<file path="src/rtl/mem_port_arbiter.sv">
// Purpose : shares one single-port memory between fetch (read-only) and execute (load/store).
// Latency : gnt 1 cycle after a request is seen in IDLE; read rvalid MEM_LAT+2 cycles after that cycle.
// Backpressure: one transaction in flight; requests are sampled only in IDLE, so req is held until gnt.
// Ports   : clk, rst (async active-low); fetch side if_req/if_addr -> if_gnt/if_rvalid/if_rdata;
//           data side d_req/d_we/d_addr/d_wdata -> d_gnt/d_rvalid/d_rdata; memory side mem_addr/
//           mem_wdata/mem_we/mem_re <- mem_rdata; busy is high in every state except IDLE.
// Option  : define ARB_ROUND_ROBIN_EN to replace data priority + starvation guard with a two-way
//           round robin (last-granted pointer resets to data, so fetch wins the first tie).
module mem_port_arbiter #(
  parameter int ADDR_W     = 32,
  parameter int DATA_W     = 32,
  parameter int MEM_LAT    = 1,
  parameter int STARVE_MAX = 4
) (
  input  logic              clk,
  input  logic              rst,
  input  logic              if_req,
  input  logic [ADDR_W-1:0] if_addr,
  output logic              if_gnt,
  output logic              if_rvalid,
  output logic [DATA_W-1:0] if_rdata,
  input  logic              d_req,
  input  logic              d_we,
  input  logic [ADDR_W-1:0] d_addr,
  input  logic [DATA_W-1:0] d_wdata,
  output logic              d_gnt,
  output logic              d_rvalid,
  output logic [DATA_W-1:0] d_rdata,
  output logic [ADDR_W-1:0] mem_addr,
  output logic [DATA_W-1:0] mem_wdata,
  output logic              mem_we,
  output logic              mem_re,
  input  logic [DATA_W-1:0] mem_rdata,
  output logic              busy
);

  typedef enum logic [1:0] {IDLE, ACCESS, WAIT, RESP} stateT;

  localparam logic [3:0] LAT_LOAD = 4'(MEM_LAT);

  stateT      state;
  logic       ownerData;   // 1 = current transaction belongs to the data port
  logic       opWrite;     // current transaction is a store
  logic [3:0] latCnt;      // remaining WAIT cycles, including the one being counted
  logic       grantData;   // arbitration result for this IDLE cycle
  logic       anyReq;

`ifdef ARB_ROUND_ROBIN_EN
  logic lastData;          // 1 = data port was granted last

  // On a tie the port not granted last wins; a lone requester always wins.
  assign grantData = d_req & ~(if_req & lastData);
`else
  localparam logic [3:0] STARVE_LIM = 4'(STARVE_MAX);

  logic [3:0] starveCnt;   // data grants issued in a row while fetch was waiting

  // Data wins unless fetch has already been passed over STARVE_MAX times.
  assign grantData = d_req & ~(if_req & (starveCnt == STARVE_LIM));
`endif

  assign anyReq = if_req | d_req;

  always_ff @(posedge clk or negedge rst) begin
    if (!rst) begin
      state     <= IDLE;
      ownerData <= 1'b0;
      opWrite   <= 1'b0;
      latCnt    <= '0;
`ifdef ARB_ROUND_ROBIN_EN
      lastData  <= 1'b1;
`else
      starveCnt <= '0;
`endif
      if_gnt    <= 1'b0;
      if_rvalid <= 1'b0;
      if_rdata  <= '0;
      d_gnt     <= 1'b0;
      d_rvalid  <= 1'b0;
      d_rdata   <= '0;
      mem_addr  <= '0;
      mem_wdata <= '0;
      mem_we    <= 1'b0;
      mem_re    <= 1'b0;
      busy      <= 1'b0;
    end else begin
      // Single-cycle pulses default low; each state raises only what it owns.
      if_gnt    <= 1'b0;
      d_gnt     <= 1'b0;
      if_rvalid <= 1'b0;
      d_rvalid  <= 1'b0;
      mem_we    <= 1'b0;
      mem_re    <= 1'b0;

      case (state)
        IDLE: begin
          if (anyReq) begin
            state     <= ACCESS;
            busy      <= 1'b1;
            ownerData <= grantData;
            opWrite   <= grantData & d_we;
            // Gnt and strobes are registered here so they appear during ACCESS.
            if_gnt    <= ~grantData;
            d_gnt     <= grantData;
            mem_we    <= grantData & d_we;
            mem_re    <= ~(grantData & d_we);
            mem_addr  <= grantData ? d_addr : if_addr;
            // Fetch carries no write data, so mem_wdata keeps its last value.
            if (grantData) begin
              mem_wdata <= d_wdata;
            end
`ifdef ARB_ROUND_ROBIN_EN
            lastData  <= grantData;
`else
            if (grantData && if_req) begin
              starveCnt <= (starveCnt == STARVE_LIM) ? STARVE_LIM : starveCnt + 4'd1;
            end else begin
              starveCnt <= '0;
            end
`endif
          end
        end

        ACCESS: begin
          if (opWrite) begin
            state <= IDLE;
            busy  <= 1'b0;
          end else begin
            state  <= WAIT;
            latCnt <= LAT_LOAD;
          end
        end

        WAIT: begin
          // mem_rdata is valid in the last WAIT cycle; capture it and raise rvalid for RESP.
          if (latCnt == 4'd1) begin
            state <= RESP;
            if (ownerData) begin
              d_rdata  <= mem_rdata;
              d_rvalid <= 1'b1;
            end else begin
              if_rdata  <= mem_rdata;
              if_rvalid <= 1'b1;
            end
          end else begin
            latCnt <= latCnt - 4'd1;
          end
        end

        RESP: begin
          state <= IDLE;
          busy  <= 1'b0;
        end

        default: begin
          state <= IDLE;
          busy  <= 1'b0;
        end
      endcase
    end
  end

endmodule
</file>
<file path="config.mk">
export PLATFORM = sky130hd
export DESIGN_NAME = mem_port_arbiter
export DESIGN_NICKNAME = d
export VERILOG_FILES = /design/src/rtl/mem_port_arbiter.sv
export SDC_FILE = /design/constraint.sdc
export NUM_CORES = 1
export LEC_CHECK = 0
export ABC_AREA = 0
export CAP_MARGIN = 15
export CORE_MARGIN = 1.5
export CORE_UTILIZATION = 41
export CTS_CLUSTER_DIAMETER = 30
export DETAILED_ROUTE_END_ITERATION = 10
export GPL_TIMING_DRIVEN = 0
export MAX_ROUTING_LAYER = met4
export PLACE_DENSITY_LB_ADDON = 0.05
export REMOVE_ABC_BUFFERS = 1
export SETUP_SLACK_MARGIN = 0.15
export SYNTH_ARGS = -nofsm -noshare
export SYNTH_HDL_FRONTEND = slang
export SYNTH_SLANG_ARGS = --single-unit
</file>
<file path="constraint.sdc">
create_clock -name clk -period 2.05 [get_ports clk]
set_clock_uncertainty 0.05 [all_clocks]
set_input_delay 0.205 -clock clk [delete_from_list [all_inputs] [get_ports clk]]
set_output_delay 0.205 -clock clk [all_outputs]
set_load 0.05 [all_outputs]
</file>
== Word level (Yosys, flattened, before mapping) ==
Cells that the tools add are included.

* Register bits after elaboration: 147
* Latch bits: 0
* Memories: 0
* RAM bits: 0
* ROM bits: 0
* Word-level logic and storage cells: 74
* Bits of input ports: 133

* Reduce and logical (&&, ||, !) cells: 11
* Shift operators: 0
* Add/subtract/negate cells: 2
* Magnitude comparators: 0
* Divide/modulo/power cells: 0
* Equality and inequality tests: 10
* Mux-type cells: 27
* Bitwise logic cells: 8
* $mul: 0

{| class="wikitable"
|+ Operators with widths
! kind !! count
|-
| two-way mux 32 bit || 1
|-
| two-way mux 1 bit || 16
|-
| two-way mux 4 bit || 4
|-
| AND reduction 3 bit || 5
|-
| != test 2 bit, second input constant || 5
|-
| case mux 2 bit (4 select lines) || 1
|-
| case mux 4 bit (2 select lines) || 1
|-
| two-way mux 2 bit || 3
|-
| adder 4 x 1 -> 4 bit, second input constant || 1
|-
| equality test 2 bit, second input constant || 2
|-
| equality test 4 x 1 -> 1 bit, second input constant || 1
|-
| equality test 4 x 3 -> 1 bit, second input constant || 1
|-
| inverter 1 bit || 4
|-
| AND reduction 2 bit || 2
|-
| subtractor 4 x 1 -> 4 bit, second input constant || 1
|-
| AND 1 bit || 3
|-
| case mux 1 bit (3 select lines) || 1
|-
| nonzero test 3 bit || 1
|-
| equality test 2 x 1 -> 1 bit, second input constant || 1
|-
| zero test 2 bit || 1
|-
| nonzero test 2 bit || 1
|-
| logical AND 1 bit || 1
|-
| bitwise OR 1 bit || 1
|}

== Logic depth before layout (Yosys ltp) ==
Gate-level depths: netlist of run 1.

* Word-level depth: 8
* Gate-level depth with buffers: 8
* Mapped depth without buffers: 6

== Worst setup path after synthesis of run 1 ==
No wires, ideal clock.

* Kind: register -> register
* Start point: register starveCnt[0]
* End point: register mem_wdata[28]
* Path slack: 240 ps
* Data required time: 1,875 ps
* Arrival: 1,635 ps
* Cell stages (with the launch flop): 8
* Library setup time: 125 ps
* Clock period less this slack: 1,810 ps
* Cell sequence: dfrtp_1 inv_1 ha_1 nand4b_1 nand2_2 nor3_2 buf_2 mux2_2

* Cells in the longest elaborated chain, start to end: 5

{| class="wikitable"
|+ RTL lines
! item !! RTL line !! source
|-
| start: declaration || 56 || <nowiki>logic [3:0] starveCnt;</nowiki>
|-
| start signal: assignment || 116 || <nowiki>starveCnt <= (starveCnt == STARVE_LIM) ? STARVE_LIM : starveCnt + 4'd1;</nowiki>
|-
| equality test 4 x 3 -> 1 bit || 59 || <nowiki>assign grantData = d_req & ~(if_req & (starveCnt == STARVE_LIM));</nowiki>
|-
| AND 1 bit || 59 ||
|-
| inverter 1 bit || 59 ||
|-
| AND 1 bit || 59 ||
|-
| AND reduction 3 bit (no source line) || - ||
|-
| end signal: assignment || 110 || <nowiki>mem_wdata <= d_wdata;</nowiki>
|-
| end: declaration || 30 || <nowiki>output logic [DATA_W-1:0] mem_wdata,</nowiki>
|}

No other way between the ends.
A chain may end at the register's enable or synchronous reset.

== Worst setup path after layout of run 1 ==
* Start point: register latCnt[1]
* End point: register d_rdata[18]

* Cells in the longest elaborated chain, start to end: 2

{| class="wikitable"
|+ RTL lines
! item !! RTL line !! source
|-
| start: declaration || 44 || <nowiki>logic [3:0] latCnt;</nowiki>
|-
| start signal: assignment || 146 || <nowiki>latCnt <= latCnt - 4'd1;</nowiki>
|-
| equality test 4 x 1 -> 1 bit || 136 || <nowiki>if (latCnt == 4'd1) begin</nowiki>
|-
| AND reduction 3 bit (no source line) || - ||
|-
| end signal: assignment || 139 || <nowiki>d_rdata <= mem_rdata;</nowiki>
|-
| end: declaration || 28 || <nowiki>output logic [DATA_W-1:0] d_rdata,</nowiki>
|}

No other way between the ends.

==> results.md, run 1 <==
* Status: completed
* Clock power share at 16.0%
* Cell family with most CP delay: buffers and inverters
* Total grt overflow at 0
* Unrepaired setup endpoints after global routing: yes
* Max rail drop VDD at 1.23 mV
* Total Neg Setup Slack at 0 ns
* Most common cell in the synthesized netlist: dfrtp_1
* Rows at 43
* Synth top area share at 63.3%
* 1st-pass router iterations at 4
* Setup violations, final at 0
* Leakage at 4.57 nW
* CP arrival at 2.22 ns
* Worst Setup Start Kind: register
* Drt initial violations at 222
* Die area at 14900 sq um
* CTS clk-pin slew, worst paths at 0.06 ns
* Max-slew headroom at 56.6%
* Critical path depth at 8
* Synth warnings at 0
* Worst Setup End Kind: register
* Worst Hold Path EP: mem_addr[27]$_DFFE_PN0P_
* Post-synthesis cell area at 5810 sq um
* Period minus WS final at 1.98 ns
* Worst skew pair latency at 0.41 ns
* N_diodes at 0
* Post-synthesis cell type count at 35
* Top routing layer in use: met4
* R2R Path Start: latCnt[1]$_DFFE_PN0P_
* Post-synth top area cell: dfrtp_1
* CTS tree: yes
* Vias in the first global route at 4927
* GRT Total Usage at 23.6%
* Placed insts at 857
* Pwr/cell area at 1970 nW/um^2
* Synth top cells by count: dfrtp_1 (147), mux2_1 (59), a21oi_1 (37), mux2_2 (37), nand2_1 (29)
* I/O Buffers at 267
* Comb power frac at 58.3%
* Routed length on met2 at 9350 um
* Share of layout cells above drive strength 1 at 20.9%
* RR Endpoint: d_rdata[18]$_DFFE_PN0P_
* Async S/R FF share, synth at 100%
* Worst hold path type: in -> reg
* Max Fclk at 0.505 GHz
* WP buf/inv at 4
* Largest cells by area after synthesis: dfrtp_1 (63%), mux2_1 (11%), mux2_2 (7.2%), a21oi_1 (3.2%), a221o_1 (2.6%)
* Switch share at 45.4%
* Max Cap Viol at 0
* CP Class: reg -> reg
* Worst Hold Depth at 3
* Net switching power at 9.06 mW
* Initial antenna violation count at 0
* Top FF cell, synth: dfrtp_1
* Internal at 10.9 mW
* Core area at 13900 sq um
* Wl on met1 at 6800 um
* Worst-margin pin slew at 0.651 ns
* Crit share post-route at 96.6%
* Number of synthesized register bits at 147
* CP required at 2.29 ns
* DRC viols at 0
* Synth Instances at 426
* Vias after detailed routing at 4788
* CP max stage cell: dfrtp_1
* Syn-to-layout area delta at 74.6%
* Die X at 122 um
* Sequential-to-total area share from yosys stat at 63.3%
* Initial core utilization at 41.9%
* Routed WL at 18100 um
* Vias/cell at 5.14
* Num CTS Buffers at 17
* R2R Setup Slk at 0.07 ns
* Final Max Tran Viols at 0
* Worst Hold Launch: if_addr[27]
* Critical Path Max Stage Delay at 0.40 ns
* Largest net degree at the start of global routing at 82
* WL met3 at 1570 um
* Critical-path cell list: inv_2, ha_4, nor3b_4, buf_4, nand4b_1, buf_8, clkbuf_16, mux2_4
* Fin cells at 931
* Wirelength per Cell at 19.4 um
* H-tree Lvls at 4
* GPL Wtd Cong at 0.824
* Sequential Power Share at 25.7%
* CTS max path bufs at 2
* Final hold vios at 0
* Die Ht at 122 um
* Final-stage net count at 875
* First-pass GRT wire length at 25400 um
* Antenna-violating nets left at 0
* Fill cells at 921
* # IOs at 268
* CTS root buffer: clkbuf_16
* R2R depth at 8
* Mean Syn Cell Area at 13.6 sq um
* Post-synth EDFFs at 0
* HPWL after DPL at 11600 um
* CTS Sinks at 147
* CP max FO at 6
[repair_timing]
| item | 4_1_cts | 5_1_grt |
|---|---|---|
| endpoints found under the hold margin | 66 | 0 |
| setup buffers | 23 | 9 |
| setup endpoints to repair | 137 | 138 |
| hold buffers | 1 | 0 |
| pin swaps | 4 | 12 |
| cloned | 5 | 4 |
| resized for setup | 22 | 65 |
[cell families after synthesis]
group / Yosys count / share of synthesized area (%)
AO/OA/AOI/OAI: 65 / 7.25
adder cells (fa/ha/maj): 4 / 0.861
buffers and inverters: 30 / 2.78
flip-flops: 147 / 63.3
multiplexers: 99 / 19.1
AND/OR/NAND/NOR: 81 / 6.74
[worst max path at each step]
stage / slack [ns] / from / to
floorplan: -1.36 / starveCnt[0]$_DFFE_PN0P_ / mem_wdata[0]$_DFFE_PN0P_
global placement: -5.09 / rst / mem_addr[23]$_DFFE_PN0P_
detailed placement: -0.73 / if_req / mem_wdata[10]$_DFFE_PN0P_
CTS: 0.06 / starveCnt[0]$_DFFE_PN0P_ / mem_wdata[19]$_DFFE_PN0P_
global route: 0.008 / latCnt[1]$_DFFE_PN0P_ / d_rdata[29]$_DFFE_PN0P_
finish: 0.07 / latCnt[1]$_DFFE_PN0P_ / d_rdata[18]$_DFFE_PN0P_
[routing by layer]
layer,global-route usage [%],vias to the layer above
met5,-,-
met3,7.87,23
li1,-,2139
met1,25.8,2405
met4,9.45,0
met2,39.9,221
[cell type report]
class                           count  area, sq um  share of cell area (%)
Timing Repair Buffer              315         3390                    33.4
Tap cell                          180          225                    2.22
Clock buffer                       19          453                    4.46
Inverter                            7         26.3                   0.259
Multi-Input combinational cell    250         2220                    21.9
Clock inverter                     13          159                    1.57
Sequential cell                   147         3680                    36.2
[placed cells by master, fill, tap and decap left out, types with 2 or more instances in the layout]
cell type and instances:
and3_1 16, bufinv_16 3, nor2_1 21, clkinv_2 3
a21oi_1 36, mux2i_1 3, inv_1 4, o21ai_0 4
clkdlybuf4s50_1 248, mux2_4 36, dlygate4sd2_1 3, clkbuf_16 20
buf_6 6, a21o_1 2, inv_2 3, nand3_1 2
dfrtp_1 146, dlymetal6s2s_1 15, buf_4 23, mux2_1 37
nand2b_1 2, a221o_1 15, clkbuf_8 2, buf_12 8
ha_4 3, clkinvlp_4 6, mux2_2 23, buf_16 7
nand4b_1 2, nand2_1 28
[tightest hold or removal path, delay by kind of cell]
family,cells,cell delay (ns)
AO/OA/AOI/OAI,1,0.05
buffers and inverters,1,0.39
AND/OR/NAND/NOR,1,0.05
[through the flow]
stage                     util [%]  setup slack [ns]  power [mW]  instance area [sq um]  hold WS [ns]
final                         73.1            0.0698        20.0                  10200         0.283
after CTS                     70.4            0.0582        19.5                   9770         0.266
after global placement        61.8             -5.09        15.4                   8580         0.416
after detailed placement      63.0            -0.728        15.7                   8750         0.197
after floorplan                  -             -1.36        11.7                   5680        -0.141
after global routing          73.1           0.00825        20.7                  10200         0.278
[flip-flops by register name, indices dropped and copies added (netlist names), 4 cells and up, named ones only]
name	cells
mem_addr	32
mem_wdata	32
if_rdata	32
latCnt	4
d_rdata	32
starveCnt	4
[power by group through the flow]
stage	Clock (mW)	Sequential (mW)	Combinational, mW
after global routing	3.37	5.31	12.1
after global placement	0	5.05	10.3
after floorplan	0	9.75	1.97
after CTS	3.25	5.10	11.1
after detailed placement	0	5.13	10.6
final	3.19	5.13	11.6
(Power assumes the default switching activity.)
==> run 2: changes to the inputs <==
--- a/config.mk
+++ b/config.mk
@@ -15,7 +15,7 @@
 export MAX_ROUTING_LAYER = met4
 export PLACE_DENSITY_LB_ADDON = 0.05
 export REMOVE_ABC_BUFFERS = 1
-export SETUP_SLACK_MARGIN = 0.15
+export SETUP_SLACK_MARGIN = 0.3
 export SYNTH_ARGS = -nofsm -noshare
 export SYNTH_HDL_FRONTEND = slang
 export SYNTH_SLANG_ARGS = --single-unit
==> results.md, run 2 (synthesized netlist as in run 1, its figures left out) <==
* Status: completed
* Critical-path cell list: inv_2, buf_4, buf_6, buf_4, buf_4, buf_4, buf_4, buf_4, buf_6, buf_6, ha_4, mux2i_1
* Commonest non-fill, non-tap cells in the layout: dfrtp_1 (146), dlygate4sd2_1 (135), clkdlybuf4s50_1 (131)
* R2R Path Start: latCnt[1]$_DFFE_PN0P_
* Num CTS Buffers at 17
* R2R depth at 12
* Drt initial violations at 222
* Die Ht at 122 um
* Max rail drop VDD at 1.19 mV
* GRT Total Usage at 24.8%
* Pre-CTS WS at -0.728 ns
* Final Max Tran Viols at 0
* Core area at 13900 sq um
* Most common cell after layout, fill and taps aside: dfrtp_1
* H-tree Lvls at 4
* Max Fclk at 0.496 GHz
* 1st-pass router iterations at 6
* Pwr/cell area at 1910 nW/um^2
* Worst Setup Start Kind: register
* I/O Buffers at 267
* CTS clk-pin slew, worst paths at 0.06 ns
* Wirelength per Cell at 20.1 um
* CP required at 2.28 ns
* GPL Wtd Cong at 0.824
* Antenna-violating nets left at 0
* Initial antenna violation count at 0
* Tot Pwr at 19.9 mW
* CTS root buffer: clkbuf_16
* Max-slew headroom at 47.3%
* Largest net degree at the start of global routing at 82
* Worst Setup EP: latCnt[1]$_DFFE_PN0P_
* CTS Sinks at 147
* Critical Path Max Stage Delay at 0.38 ns
* CTS tree: yes
* CTS max path bufs at 2
* Worst skew pair latency at 0.42 ns
* Vias/cell at 5.19
* PnR worst setup slack at 0.0328 ns
* R2R Setup Slk at 0.03 ns
* N_diodes at 0
* Worst hold path type: in -> reg
* Worst-margin pin slew at 0.789 ns
* # IOs at 268
* Period minus WS final at 2.02 ns
* Total grt overflow at 0
* Final hold vios at 0
* Rows at 43
* Share of layout cells above drive strength 1 at 28.2%
* Final-stage net count at 890
* Setup crit start: latCnt[1]$_DFFE_PN0P_
* Die area at 14900 sq um
* CP max FO at 2
* CP dominant cell by count: buf_4
* Routed WL at 19000 um
* Max Cap Viol at 0
* HPWL after DPL at 11600 um
* DRC viols at 0
* RR Endpoint: latCnt[1]$_DFFE_PN0P_
* CP max stage cell: dfrtp_1
* Fill cells at 947
* Worst Setup End Kind: register
* Vias after detailed routing at 4911
* Critical path depth at 12
* Total Neg Setup Slack at 0 ns
* Final Core Density at 74.9%
* First-pass GRT wire length at 26700 um
* Syn-to-layout area delta at 78.8%
* Unrepaired setup endpoints after global routing: yes
* WP buf/inv at 10
* Initial core utilization at 41.9%
* Crit share post-route at 98.4%
* Hold slack at 0.281 ns
* Cell family with most CP delay: buffers and inverters
* Leakage at 4.91 nW
* Setup violations, final at 0
* Vias in the first global route at 5009
* CP Class: reg -> reg
* CP arrival at 2.25 ns
* Die X at 122 um
[run 2: power by group]
part           total [mW]  switching (mW)  leakage (nW)  internal, mW
registers            5.11           0.781          1.75          4.32
clock network        3.20            1.22         0.283          1.97
logic                11.6            7.22          2.88          4.36
total                19.9            9.22          4.91          10.7
[run 2: area by class of cell]
cell class | instances | area [sq um] | share of cell area [%]
flip-flops and latches | 147 | 3680 | 35.4
well taps | 180 | 225 | 2.17
repair buffers | 327 | 3400 | 32.7
clock inverters | 13 | 159 | 1.53
inverters | 7 | 26.3 | 0.253
clock buffers | 19 | 453 | 4.36
multi-input cells | 253 | 2450 | 23.6
[run 2: worst min path at each step]
stage,slack [ns],to,cells after the start,startpoint
after global routing,0.28,mem_addr[29]$_DFFE_PN0P_,3,if_addr[29]
after CTS,0.27,mem_addr[21]$_DFFE_PN0P_,3,if_addr[21]
after global placement,0.42,opWrite$_DFFE_PN0P_,1,opWrite$_DFFE_PN0P_
after detailed placement,0.20,if_rdata[5]$_DFFE_PN0P_,1,rst
final,0.28,mem_addr[30]$_DFFE_PN0P_,3,if_addr[30]
after floorplan,-0.14,asynchronous set/reset pin,0,rst
[run 2: per-stage QoR]
step / area (sq um) / instances
CTS: 9930 / 925
finish: 10400 / 946
floorplan: 5680 / 403
detailed placement: 8750 / 857
global placement: 8580 / 850
global route: 10400 / 946
[run 2: repair_timing]
action / CTS / global route
buffers inserted: 27 / 13
cloned: 8 / 8
endpoints found under the hold margin: 66 / 0
gates resized for setup: 209 / 58
pin swaps: 5 / 4
setup endpoints to repair: 273 / 141
hold buffers: 1 / 0
[run 2: layer usage]
metal  global-route usage, %  routed length, um  vias up
li1                        -                  -     2176
met1                    27.1               7420     2503
met5                       -                  0        -
met3                    7.77               1500       23
met4                    7.99                338        0
met2                    43.0               9760      209
[run 2: worst reg2reg max path: cells and delay by family, from the launching register on]
kind	cells	cell delay (ns)
buffers and inverters	10	1.16
flip-flops	1	0.38
adder cells (fa/ha/maj)	1	0.25
multiplexers	1	0.07
